===== src/rtl/snn_pkg.sv =====
// Shared definitions for the spiking-network controller blocks.
package snn_pkg;

  localparam int N_CH_DEFAULT = 8;

  typedef enum logic [1:0] {
    RUN   = 2'd0,
    DRAIN = 2'd1,
    DONE  = 2'd2
  } arb_state_t;

endpackage


===== src/rtl/spike_event_arbiter_if.sv =====
// Event handshake between the spike arbiter and the shared neuron-update datapath.
interface spike_event_arbiter_if
  import snn_pkg::*;
#(
  parameter int CH_W = $clog2(N_CH_DEFAULT)
);

  logic            ev_valid;
  logic [CH_W-1:0] ev_ch;
  logic            ev_ready;

  modport master (output ev_valid, output ev_ch, input ev_ready);
  modport slave  (input ev_valid, input ev_ch, output ev_ready);

endinterface


===== src/rtl/spike_event_arbiter_rr_picker.sv =====
// Round-robin picker: rotate pending so rr_ptr sits at bit 0, take the lowest set bit,
// then rotate the index back.
module rr_picker
  import snn_pkg::*;
#(
  parameter int N_CH = N_CH_DEFAULT,
  parameter int CH_W = $clog2(N_CH)
) (
  input  logic [N_CH-1:0] pending_i,
  input  logic [CH_W-1:0] rr_ptr_i,
  output logic            found_o,
  output logic [CH_W-1:0] winner_o,
  output logic [N_CH-1:0] clear_o
);

  logic [N_CH-1:0] rotated;
  logic [CH_W-1:0] offset;
  logic [CH_W-1:0] srcIdx;

  // Index arithmetic wraps naturally because N_CH is a power of two.
  always_comb begin
    rotated = '0;
    srcIdx  = '0;
    for (int i = 0; i < N_CH; i++) begin
      srcIdx     = rr_ptr_i + CH_W'(i);
      rotated[i] = pending_i[srcIdx];
    end

    offset = '0;
    for (int i = N_CH - 1; i >= 0; i--) begin
      if (rotated[i]) begin
        offset = CH_W'(i);
      end
    end

    found_o  = |pending_i;
    winner_o = rr_ptr_i + offset;
    clear_o  = '0;
    if (found_o) begin
      clear_o[winner_o] = 1'b1;
    end
  end

endmodule


===== src/rtl/spike_event_arbiter.sv =====
// Latches per-channel spike events and serialises them round-robin onto one valid/ready
// port; a timestep pulse triggers a drain that ends with a one-cycle step_done.
module spike_event_arbiter
  import snn_pkg::*;
#(
  parameter int N_CH   = N_CH_DEFAULT,
  parameter int CH_W   = $clog2(N_CH),
  parameter int DROP_W = 8
) (
  input  logic                  clk,
  input  logic                  reset_n,
  input  logic [N_CH-1:0]       input_spike,
  input  logic                  step_in,
  spike_event_arbiter_if.master ev_if,
  output logic                  step_done,
  output logic                  busy,
  output logic [DROP_W-1:0]     drop_count
);

  localparam int CNT_W = $clog2(N_CH + 1);
  localparam int SUM_W = DROP_W + CNT_W;

  localparam logic [1:0] ST_RUN   = RUN;
  localparam logic [1:0] ST_DRAIN = DRAIN;
  localparam logic [1:0] ST_DONE  = DONE;

  logic [N_CH-1:0]   pending_q, pending_d;
  logic [CH_W-1:0]   rr_ptr_q, rr_ptr_d;
  logic [1:0]        state_q, state_d;
  logic              valid_q, valid_d;
  logic [CH_W-1:0]   ch_q, ch_d;
  logic [DROP_W-1:0] drop_q, drop_d;

  logic              pickFound;
  logic [CH_W-1:0]   pickWinner;
  logic [N_CH-1:0]   pickClear;
  logic              loadSlot;
  logic [N_CH-1:0]   clearVec;
  logic [N_CH-1:0]   dropVec;
  logic [CNT_W-1:0]  dropInc;
  logic [SUM_W-1:0]  dropSum;

  rr_picker #(
    .N_CH (N_CH),
    .CH_W (CH_W)
  ) u_picker (
    .pending_i (pending_q),
    .rr_ptr_i  (rr_ptr_q),
    .found_o   (pickFound),
    .winner_o  (pickWinner),
    .clear_o   (pickClear)
  );

  // The output register may reload only when empty or when its event is leaving this edge.
  always_comb begin
    loadSlot  = !valid_q || ev_if.ev_ready;
    clearVec  = (loadSlot && pickFound) ? pickClear : '0;
    pending_d = (pending_q & ~clearVec) | input_spike;

    valid_d  = valid_q;
    ch_d     = ch_q;
    rr_ptr_d = rr_ptr_q;
    if (loadSlot) begin
      valid_d = pickFound;
      if (pickFound) begin
        ch_d     = pickWinner;
        rr_ptr_d = pickWinner + CH_W'(1);
      end
    end
  end

  // A spike on a channel that is still pending (and not leaving now) is lost.
  always_comb begin
    dropVec = input_spike & pending_q & ~clearVec;
    dropInc = '0;
    for (int i = 0; i < N_CH; i++) begin
      dropInc = dropInc + CNT_W'(dropVec[i]);
    end
    dropSum = {{CNT_W{1'b0}}, drop_q} + {{DROP_W{1'b0}}, dropInc};
    drop_d  = (|dropSum[SUM_W-1:DROP_W]) ? {DROP_W{1'b1}} : dropSum[DROP_W-1:0];
  end

  always_comb begin
    state_d = state_q;
    case (state_q)
      ST_RUN: begin
        if (step_in) begin
          state_d = ST_DRAIN;
        end
      end
      ST_DRAIN: begin
        if ((pending_q == '0) && (!valid_q || ev_if.ev_ready)) begin
          state_d = ST_DONE;
        end
      end
      ST_DONE:  state_d = ST_RUN;
      default:  state_d = ST_RUN;
    endcase
  end

  always_ff @(posedge clk or negedge reset_n) begin
    if (!reset_n) begin
      pending_q <= '0;
      rr_ptr_q  <= '0;
      state_q   <= ST_RUN;
      valid_q   <= 1'b0;
      ch_q      <= '0;
      drop_q    <= '0;
    end else begin
      pending_q <= pending_d;
      rr_ptr_q  <= rr_ptr_d;
      state_q   <= state_d;
      valid_q   <= valid_d;
      ch_q      <= ch_d;
      drop_q    <= drop_d;
    end
  end

  assign ev_if.ev_valid = valid_q;
  assign ev_if.ev_ch    = ch_q;
  assign step_done      = (state_q == ST_DONE);
  assign busy           = (|pending_q) || valid_q;
  assign drop_count     = drop_q;

endmodule


===== src/flat_wrapper.sv =====
// flat-port wrapper written by rule: the top's interface ports become plain ports
module spike_event_arbiter_flat import snn_pkg::*;
#(
  parameter int N_CH   = N_CH_DEFAULT,
  parameter int CH_W   = $clog2(N_CH),
  parameter int DROP_W = 8
)
  (clk, reset_n, input_spike, step_in, step_done, busy, drop_count, ev_if_ev_valid, ev_if_ev_ch, ev_if_ev_ready);
  spike_event_arbiter_if #(.CH_W(CH_W)) ev_if_i ();
  input  logic clk;
  input  logic reset_n;
  input  logic [N_CH-1:0] input_spike;
  input  logic step_in;
  output logic step_done;
  output logic busy;
  output logic [DROP_W-1:0] drop_count;
  output wire logic [$bits(ev_if_i.ev_valid)-1:0] ev_if_ev_valid;
  output wire logic [$bits(ev_if_i.ev_ch)-1:0] ev_if_ev_ch;
  input wire logic [$bits(ev_if_i.ev_ready)-1:0] ev_if_ev_ready;
  assign ev_if_ev_valid = ev_if_i.ev_valid;
  assign ev_if_ev_ch = ev_if_i.ev_ch;
  assign ev_if_i.ev_ready = ev_if_ev_ready;
  spike_event_arbiter #(.N_CH(N_CH), .CH_W(CH_W), .DROP_W(DROP_W)) u_core (.clk(clk), .reset_n(reset_n), .input_spike(input_spike), .step_in(step_in), .ev_if(ev_if_i), .step_done(step_done), .busy(busy), .drop_count(drop_count));
endmodule

===== config.mk =====
export PLATFORM = sky130hd
export DESIGN_NAME = spike_event_arbiter_flat
export DESIGN_NICKNAME = d
export VERILOG_FILES = /design/src/rtl/snn_pkg.sv /design/src/rtl/spike_event_arbiter_if.sv /design/src/rtl/spike_event_arbiter_rr_picker.sv /design/src/rtl/spike_event_arbiter.sv /design/src/flat_wrapper.sv
export SDC_FILE = /design/constraint.sdc
export NUM_CORES = 1
export LEC_CHECK = 0
export ABC_AREA = 1
export BUFFER_PORTS_ARGS = -buffer_cell sky130_fd_sc_hd__clkbuf_2
export CELL_PAD_IN_SITES_DETAIL_PLACEMENT = 2
export CELL_PAD_IN_SITES_GLOBAL_PLACEMENT = 2
export CORE_MARGIN = 4
export CORE_UTILIZATION = 25
export CTS_CLUSTER_DIAMETER = 30
export DETAILED_ROUTE_END_ITERATION = 10
export HOLD_SLACK_MARGIN = 0.08
export PLACE_DENSITY_LB_ADDON = 0.15
export SYNTH_ARGS = -nofsm -noshare
export SYNTH_HDL_FRONTEND = slang
export SYNTH_SLANG_ARGS = --single-unit

===== constraint.sdc =====
create_clock -name clk -period 7.2 [get_ports clk]
set_input_delay 1.8 -clock clk [delete_from_list [all_inputs] [get_ports clk]]
set_output_delay 1.8 -clock clk [all_outputs]
set_load 0.005 [all_outputs]

== Word-level counts from Yosys, hierarchy flattened ==
Index checks and enable logic that the tools add are counted.

* Register bits: 25
* Input port bits: 12
* Output and inout port bits: 14
* Word-level logic and storage cells: 86

* Add/sub/neg operators: 17
* Order comparisons: 10
* Eq/ne operators: 4
* Muxes and demuxes: 32
* Bitwise logic cells: 5
* Reduce and logical (&&, ||, !) cells: 12

{| class="wikitable"
|+ Operators with widths
! operator !! count
|-
| 3-bit by 4-bit < comparator with 1-bit output (second input constant) || 9
|-
| 4-bit by 1-bit adder with 4-bit output || 6
|-
| 8-bit AND || 3
|-
| 1-bit binary-select mux with 3-bit select || 8
|-
| 3-bit 2-to-1 mux || 8
|-
| 8-bit 2-to-1 mux || 3
|-
| 3-bit adder (second input constant) || 4
|-
| 8-bit by 4-bit adder with 9-bit output || 1
|-
| 1-bit 2-to-1 mux || 9
|-
| 8-bit zero test || 1
|-
| 8-bit NOT || 1
|-
| 8-bit OR || 1
|-
| 8-bit OR reduction || 1
|-
| 3-bit by 1-bit adder with 3-bit output (second input constant) || 2
|-
| 3-bit by 2-bit adder with 3-bit output (second input constant) || 2
|-
| 2-bit 2-to-1 mux || 2
|-
| 2-bit one-hot mux with 2 select lines || 1
|-
| 2-bit AND reduction || 2
|-
| 4-bit OR reduction || 1
|-
| 3-bit adder || 1
|-
| 1-bit demux with 3-bit select || 1
|-
| 3-bit by 1-bit >= comparator with 1-bit output (second input constant) || 1
|-
| 1-bit logical AND || 3
|-
| 1-bit by 1-bit adder with 2-bit output || 1
|-
| 7 further kinds || 8
|}

== Depth between registers and ports, before layout ==
* Depth in word-level cells: 30
* Depth in mapped cells: 37
* Gate-level depth less buffers: 37

== Hierarchy ==
Synthesis repeated with hierarchy kept, for this count alone.

* Cells, all modules: 304
* Area, all modules: 2283.4 um2

{| class="wikitable"
|+ Modules (own cells, without submodules)
! module !! instances !! cells each !! area an instance (um2) !! seq. area each (um2)
|-
| spike_event_arbiter || 1 || 174 || 1488.9 || 625.6
|-
| rr_picker || 1 || 130 || 794.5 || 0.0
|}

== Least setup slack after synthesis ==
No wires, ideal clock.

* Path kind: register to register
* From: reg u_core.rr_ptr_q[1]
* To: reg u_core.drop_q[7], in the netlist u_core.drop_count[7]
* Setup time: 129 ps
* Arrival: 6223 ps
* Required time: 7071 ps
* Setup slack: 848 ps
* Cell stages (with the launch flop): 38
* Path buffers: 1
* Period minus slack after synthesis: 6352 ps
* Cells stage by stage: dfrtp_1 -> buf_4 -> clkinv_2 -> ha_1 -> inv_1 -> nand3_1 -> nand3_1 -> nand2_1 -> a21oi_1 -> o21ai_0 -> nand2_1 -> a21boi_0 -> ha_1 -> inv_1 -> fa_1 -> xor2_1 -> inv_1 -> nand3_4 -> [... 2 more ...] -> nand2_1 -> inv_1 -> ha_1 -> inv_1 -> fa_1 -> fa_1 -> fa_1 -> inv_1 -> fa_1 -> xor2_1 -> ha_1 -> a21o_1 -> a31oi_1 -> nor2_1 -> o21ai_0 -> nor2_1 -> o21ai_0 -> o21ai_0

* Longest elaborated chain between the ends: 30
* Elaborated cells between the ends (all ways): 51
* Classes of those cells: 16 x add/sub; 2 x order compare; 29 x mux; 2 x bitwise; 2 x reduce/logical

{| class="wikitable"
|+ RTL lines
! what !! line !! source
|-
| start: declaration || spike_event_arbiter.sv:28 || <nowiki>logic [CH_W-1:0] rr_ptr_q, rr_ptr_d;</nowiki>
|-
| start signal: assignment || spike_event_arbiter.sv:111 || <nowiki>rr_ptr_q <= rr_ptr_d;</nowiki>
|-
| 3-bit adder || spike_event_arbiter_rr_picker.sv:25 || <nowiki>srcIdx = rr_ptr_i + CH_W'(i);</nowiki>
|-
| 1-bit binary-select mux with 3-bit select || spike_event_arbiter_rr_picker.sv:26 || <nowiki>rotated[i] = pending_i[srcIdx];</nowiki>
|-
| 1-bit 2-to-1 mux (implied by the code) || spike_event_arbiter_rr_picker.sv:26 ||
|-
| 3-bit 2-to-1 mux (8 in a row) || spike_event_arbiter_rr_picker.sv:31 || <nowiki>if (rotated[i]) begin</nowiki>
|-
| 3-bit adder * || spike_event_arbiter_rr_picker.sv:37 || <nowiki>winner_o = rr_ptr_i + offset;</nowiki>
|-
| 3-bit by 4-bit < comparator with 1-bit output (implied by the code) / 3-bit by 1-bit >= comparator with 1-bit output (equally long branches) || spike_event_arbiter_rr_picker.sv:40 || <nowiki>clear_o[winner_o] = 1'b1;</nowiki>
|-
| 1-bit logical AND (implied by the code) || spike_event_arbiter_rr_picker.sv:40 ||
|-
| 1-bit 2-to-1 mux (implied by the code) || spike_event_arbiter_rr_picker.sv:40 ||
|-
| [... 4 more ...] || n/a ||
|-
| 8-bit AND * || spike_event_arbiter.sv:74 || <nowiki>dropVec = input_spike & pending_q & ~clearVec;</nowiki>
|-
| 1-bit by 1-bit adder with 2-bit output || spike_event_arbiter.sv:77 || <nowiki>dropInc = dropInc + CNT_W'(dropVec[i]);</nowiki>
|-
| 4-bit by 1-bit adder with 4-bit output (5 in a row) || spike_event_arbiter.sv:77 ||
|-
| 4-bit by 1-bit adder with 4-bit output * || spike_event_arbiter.sv:77 ||
|-
| 8-bit by 4-bit adder with 9-bit output * || spike_event_arbiter.sv:79 || <nowiki>dropSum = {{CNT_W{1'b0}}, drop_q} + {{DROP_W{1'b0}}, dropInc};</nowiki>
|-
| 4-bit OR reduction || spike_event_arbiter.sv:80 || <nowiki>drop_d = (|dropSum[SUM_W-1:DROP_W]) ? {DROP_W{1'b1}} : dropSum[DROP_W-1:0];</nowiki>
|-
| 8-bit 2-to-1 mux * || spike_event_arbiter.sv:80 ||
|-
| net u_core.drop_d[7] || spike_event_arbiter.sv:32 || <nowiki>logic [DROP_W-1:0] drop_q, drop_d;</nowiki>
|-
| end signal: assignment || spike_event_arbiter.sv:115 || <nowiki>drop_q <= drop_d;</nowiki>
|-
| end: declaration || spike_event_arbiter.sv:32 ||
|}

Mark *: on every way through the listed nets, which the timed path passes. The rest lies on a longest branch. The select of a mux whose other input is x is not followed.
A chain may end at the register's enable or synchronous reset.

== Worst setup path in the final report ==
* From: reg u_core.rr_ptr_q[0]
* To: reg u_core.drop_q[7], in the netlist u_core.drop_count[7]

The elaborated chain is that of the path after synthesis.

==> run_summary.xml <==
<?xml version="1.0" encoding="UTF-8"?>
<metrics>
  <group name="layout">
    <metric name="finish.net_count" unit="">337</metric>
    <metric name="insertedDiodeCount" unit="">0</metric>
    <metric name="layout-area-overhead-vs-synth" unit="%">19.0</metric>
    <metric name="post_route_cells_drive_above_1_share" unit="">0.280</metric>
    <metric name="filler_cell_count" unit="">923</metric>
  </group>
  <group name="setup_path">
    <metric name="end_kind" unit="">flip-flop</metric>
    <metric name="reg2reg_slack" unit="ns">0.63</metric>
    <metric name="critical-path-max-stage-delay" unit="ns">0.58</metric>
    <metric name="timing.rr.end" unit="">u_core.drop_count[7]</metric>
    <metric name="critical_path.startpoint_type" unit="">flip-flop</metric>
    <metric name="critical_path.n_buffers_inverters" unit="">8</metric>
    <metric name="r2r_start" unit="">u_core.rr_ptr_q[0]</metric>
    <metric name="ff2ff_path_depth" unit="">38</metric>
    <metric name="setup.worst_path.class" unit="">flip-flop to flip-flop</metric>
    <metric name="worst-path-max-fanout" unit="">6</metric>
    <metric name="endpoint_required_time_on_the_critical_path" unit="ns">7.37</metric>
    <metric name="dominant_delay_contributor_by_cell_family_on_the_critical_path" unit="">adder cells</metric>
    <metric name="critPathArrivalTime" unit="ns">6.74</metric>
    <metric name="crit_slowest_cell" unit="">fa_1</metric>
    <metric name="timing.critical_path.mode_cell" unit="">inv_1</metric>
    <metric name="cp.depth" unit="">38</metric>
  </group>
  <group name="sta">
    <metric name="finalSetupTns" unit="ns">0</metric>
    <metric name="tightest_slew" unit="ns">0.685</metric>
    <metric name="setup_violations" unit="">0</metric>
    <metric name="worst_slew_margin_rel" unit="">0.543</metric>
    <metric name="clock-skew-final" unit="ns">0.00534</metric>
    <metric name="timing.final.crit_period" unit="ns">6.57</metric>
    <metric name="clock.fmax" unit="GHz">0.152</metric>
    <metric name="timing.final.hold_violations" unit="">0</metric>
    <metric name="final-max-slew-violation-count" unit="">0</metric>
    <metric name="final_worst_path_period_share" unit="">0.913</metric>
  </group>
  <group name="clocking">
    <metric name="clock_insertion_delay_worst_skew" unit="ns">0.28</metric>
    <metric name="clkSlewWorstSetupHoldPaths" unit="ns">0.10</metric>
    <metric name="htree_num_levels" unit="">1</metric>
    <metric name="tritoncts" unit="">built</metric>
    <metric name="numCtsBuffers" unit="">3</metric>
    <metric name="clock_tree.buffer_depth" unit="">2</metric>
    <metric name="clockRootBuffer" unit="">clkbuf_8</metric>
    <metric name="cts_hold_buf" unit="">0</metric>
    <metric name="cts.sinks" unit="">25</metric>
  </group>
  <group name="yosys">
    <metric name="syn-mean-instance-area" unit="um2">7.67</metric>
    <metric name="synth_edf_count" unit="">0</metric>
    <metric name="synth_largest_type_area_fraction" unit="">0.303</metric>
    <metric name="synthCells" unit="">269</metric>
    <metric name="netlist.top_cell.by_area" unit="">dfrtp_1</metric>
    <metric name="netlist_area" unit="um2">2060</metric>
    <metric name="sequential_element_share_of_the_synthesized_area" unit="">0.303</metric>
    <metric name="postSynth.asyncResetShare" unit="">1.00</metric>
    <metric name="ys_dominant_reg_cell" unit="">dfrtp_1</metric>
    <metric name="synth-warning-count" unit="">0</metric>
    <metric name="synth_area_leaders" unit="">dfrtp_1 30%, nand2_1 12%, nand3_1 8.5%</metric>
    <metric name="yosys_register_bits" unit="">25</metric>
    <metric name="post_synth_num_cell_types" unit="">34</metric>
    <metric name="postSynthNetCount" unit="">298</metric>
  </group>
  <group name="route">
    <metric name="detail-route-antenna-nets" unit="">0</metric>
    <metric name="number_of_vias_per_cell_after_detailed_routing" unit="">4.52</metric>
    <metric name="detail_route.iter0.violations" unit="">52</metric>
    <metric name="detailroute.via_count" unit="">1850</metric>
    <metric name="drt_pre_antenna_iters" unit="">4</metric>
    <metric name="detail_route.drc_violations" unit="">0</metric>
    <metric name="routed_wire_length_per_instance" unit="um">14.8</metric>
    <metric name="totalWireLength" unit="um">6040</metric>
  </group>
  <group name="min_path">
    <metric name="hold_end" unit="">u_core.state_q[1]</metric>
    <metric name="timing.hold.worst.start" unit="">u_core.state_q[1]</metric>
    <metric name="hold_depth" unit="">1</metric>
    <metric name="min-delay-path-class" unit="">flip-flop to flip-flop</metric>
  </group>
  <group name="placement">
    <metric name="io_buffer_count" unit="">25</metric>
    <metric name="dp_hpwl" unit="um">5120</metric>
    <metric name="gp_congestion" unit="">0.730</metric>
  </group>
  <group name="run">
    <metric name="cap_violations" unit="">0</metric>
  </group>
  <group name="global_route">
    <metric name="grt_antenna_before_repair" unit="">0</metric>
    <metric name="grt_overflow" unit="">0</metric>
    <metric name="first_global_vias" unit="">2125</metric>
    <metric name="groute.usage.overall" unit="">0.131</metric>
    <metric name="grt_pass1_wl" unit="um">10500</metric>
    <metric name="grt_start_max_net_pins" unit="">26</metric>
  </group>
  <group name="floorplan">
    <metric name="number_of_top_level_pins" unit="">26</metric>
    <metric name="core_area" unit="um2">7890</metric>
    <metric name="initial_util" unit="">0.262</metric>
    <metric name="die_h" unit="um">98.9</metric>
    <metric name="fp-row-count" unit="">32</metric>
    <metric name="die-area" unit="um2">9780</metric>
    <metric name="die_w" unit="um">98.9</metric>
  </group>
  <group name="run_status">
    <metric name="outcome" unit="">finished clean</metric>
  </group>
</metrics>
## sequential cells by signal (all words and copies together), names as in the netlist
register	count
u_core.pending_q	8
u_core.ev_if.ev_valid	1
u_core.rr_ptr_q	3
u_core.state_q	2
u_core.drop_count	8
u_core.ev_if.ev_ch	3
## logic make-up (layout without fill, tap and decap cells)
group           count (synthesis)  after routing  synth area share
compound gates                 20             20            0.0552
flops                          25             25             0.303
simple gates                  156            156             0.389
fa+ha+maj                      17             17             0.125
xor+xnor                        6              6            0.0327
buf+inv                        45             83            0.0951
## layout make-up
type / instances / area [um2] / area share
Tap cell: 102 / 128 / 0.0520
Inverter: 42 / 166 / 0.0678
Clock buffer: 3 / 41.3 / 0.0168
Timing Repair Buffer: 37 / 215 / 0.0876
Sequential cell: 25 / 628 / 0.256
Multi-Input combinational cell: 199 / 1270 / 0.517
Clock inverter: 1 / 7.51 / 0.00306
## synth_stat cells, types with 4 or more instances
cell type and number:
nor2_1 14, o21ai_0 9, fa_1 6, nand2_1 66, ha_1 11, dfrtp_1 25, nand2_4 5, nand4_1 4
nand3_1 35, nand3_2 5, inv_1 39, nand2_2 17, a21oi_1 5
## what timing repair did
action | in CTS | in global routing
setup endpoints to repair | 0 | 8
resized for setup | 0 | 9
endpoints found under the hold margin | 0 | 0
buffers inserted | 0 | 3
## placed cells by master, fill, tap and decap left out, drive strengths merged
cell      count
nand3        41
xor2          4
o211a         1
fa            6
clkbuf       28
xnor2         2
dfrtp        25
a21o          1
nor4          2
a21oi         5
nand2        88
or2           2
ha           11
a31oi         1
clkinvlp      1
nor2         17
inv          41
nor3          2
o21bai        1
clkinv        1
a21boi        1
nand4         4
buf          12
o21ai        10
## per-stage QoR
stage,hold slack (ns),cells,setup WS [ns],utilization,area (um2)
floorplan,0.403,269,0.848,-,2060
detailed placement,0.421,402,0.240,0.299,2350
CTS,0.436,406,0.214,0.305,2400
finish,0.431,409,0.627,0.311,2460
global placement,0.416,402,0.402,0.299,2350
global route,0.452,409,-0.00359,0.311,2460
## routing by layer
metal  global-route usage  vias up  wire [um]
met3               0.0134        2        115
met4               0.0252        0         30
li1                     -      928          -
met1                0.160      906       2650
met5                    0        -          0
met2                0.247       14       3250
## worst register-to-register path, delay by kind of cell, from the launching register on
| kind | cells | cell delay, ns |
|---|---|---|
| xor+xnor | 2 | 0.37 |
| flops | 1 | 0.48 |
| simple gates | 11 | 0.95 |
| fa+ha+maj | 9 | 2.98 |
| buf+inv | 8 | 0.68 |
| compound gates | 8 | 0.97 |
## worst max path at each step
stage / end / from / slack (ns)
floorplan: u_core.drop_count[7] / u_core.rr_ptr_q[1] / 0.85
global placement: u_core.drop_count[3] / u_core.rr_ptr_q[0] / 0.40
detailed placement: u_core.drop_count[3] / u_core.rr_ptr_q[0] / 0.24
CTS: u_core.drop_count[3] / u_core.rr_ptr_q[0] / 0.21
global route: u_core.drop_count[7] / u_core.rr_ptr_q[0] / -0.004
finish: u_core.drop_count[7] / u_core.rr_ptr_q[0] / 0.63
Power is not shown: default switching activity piles up to over one toggle a cycle in this logic, so the estimate is an artifact.
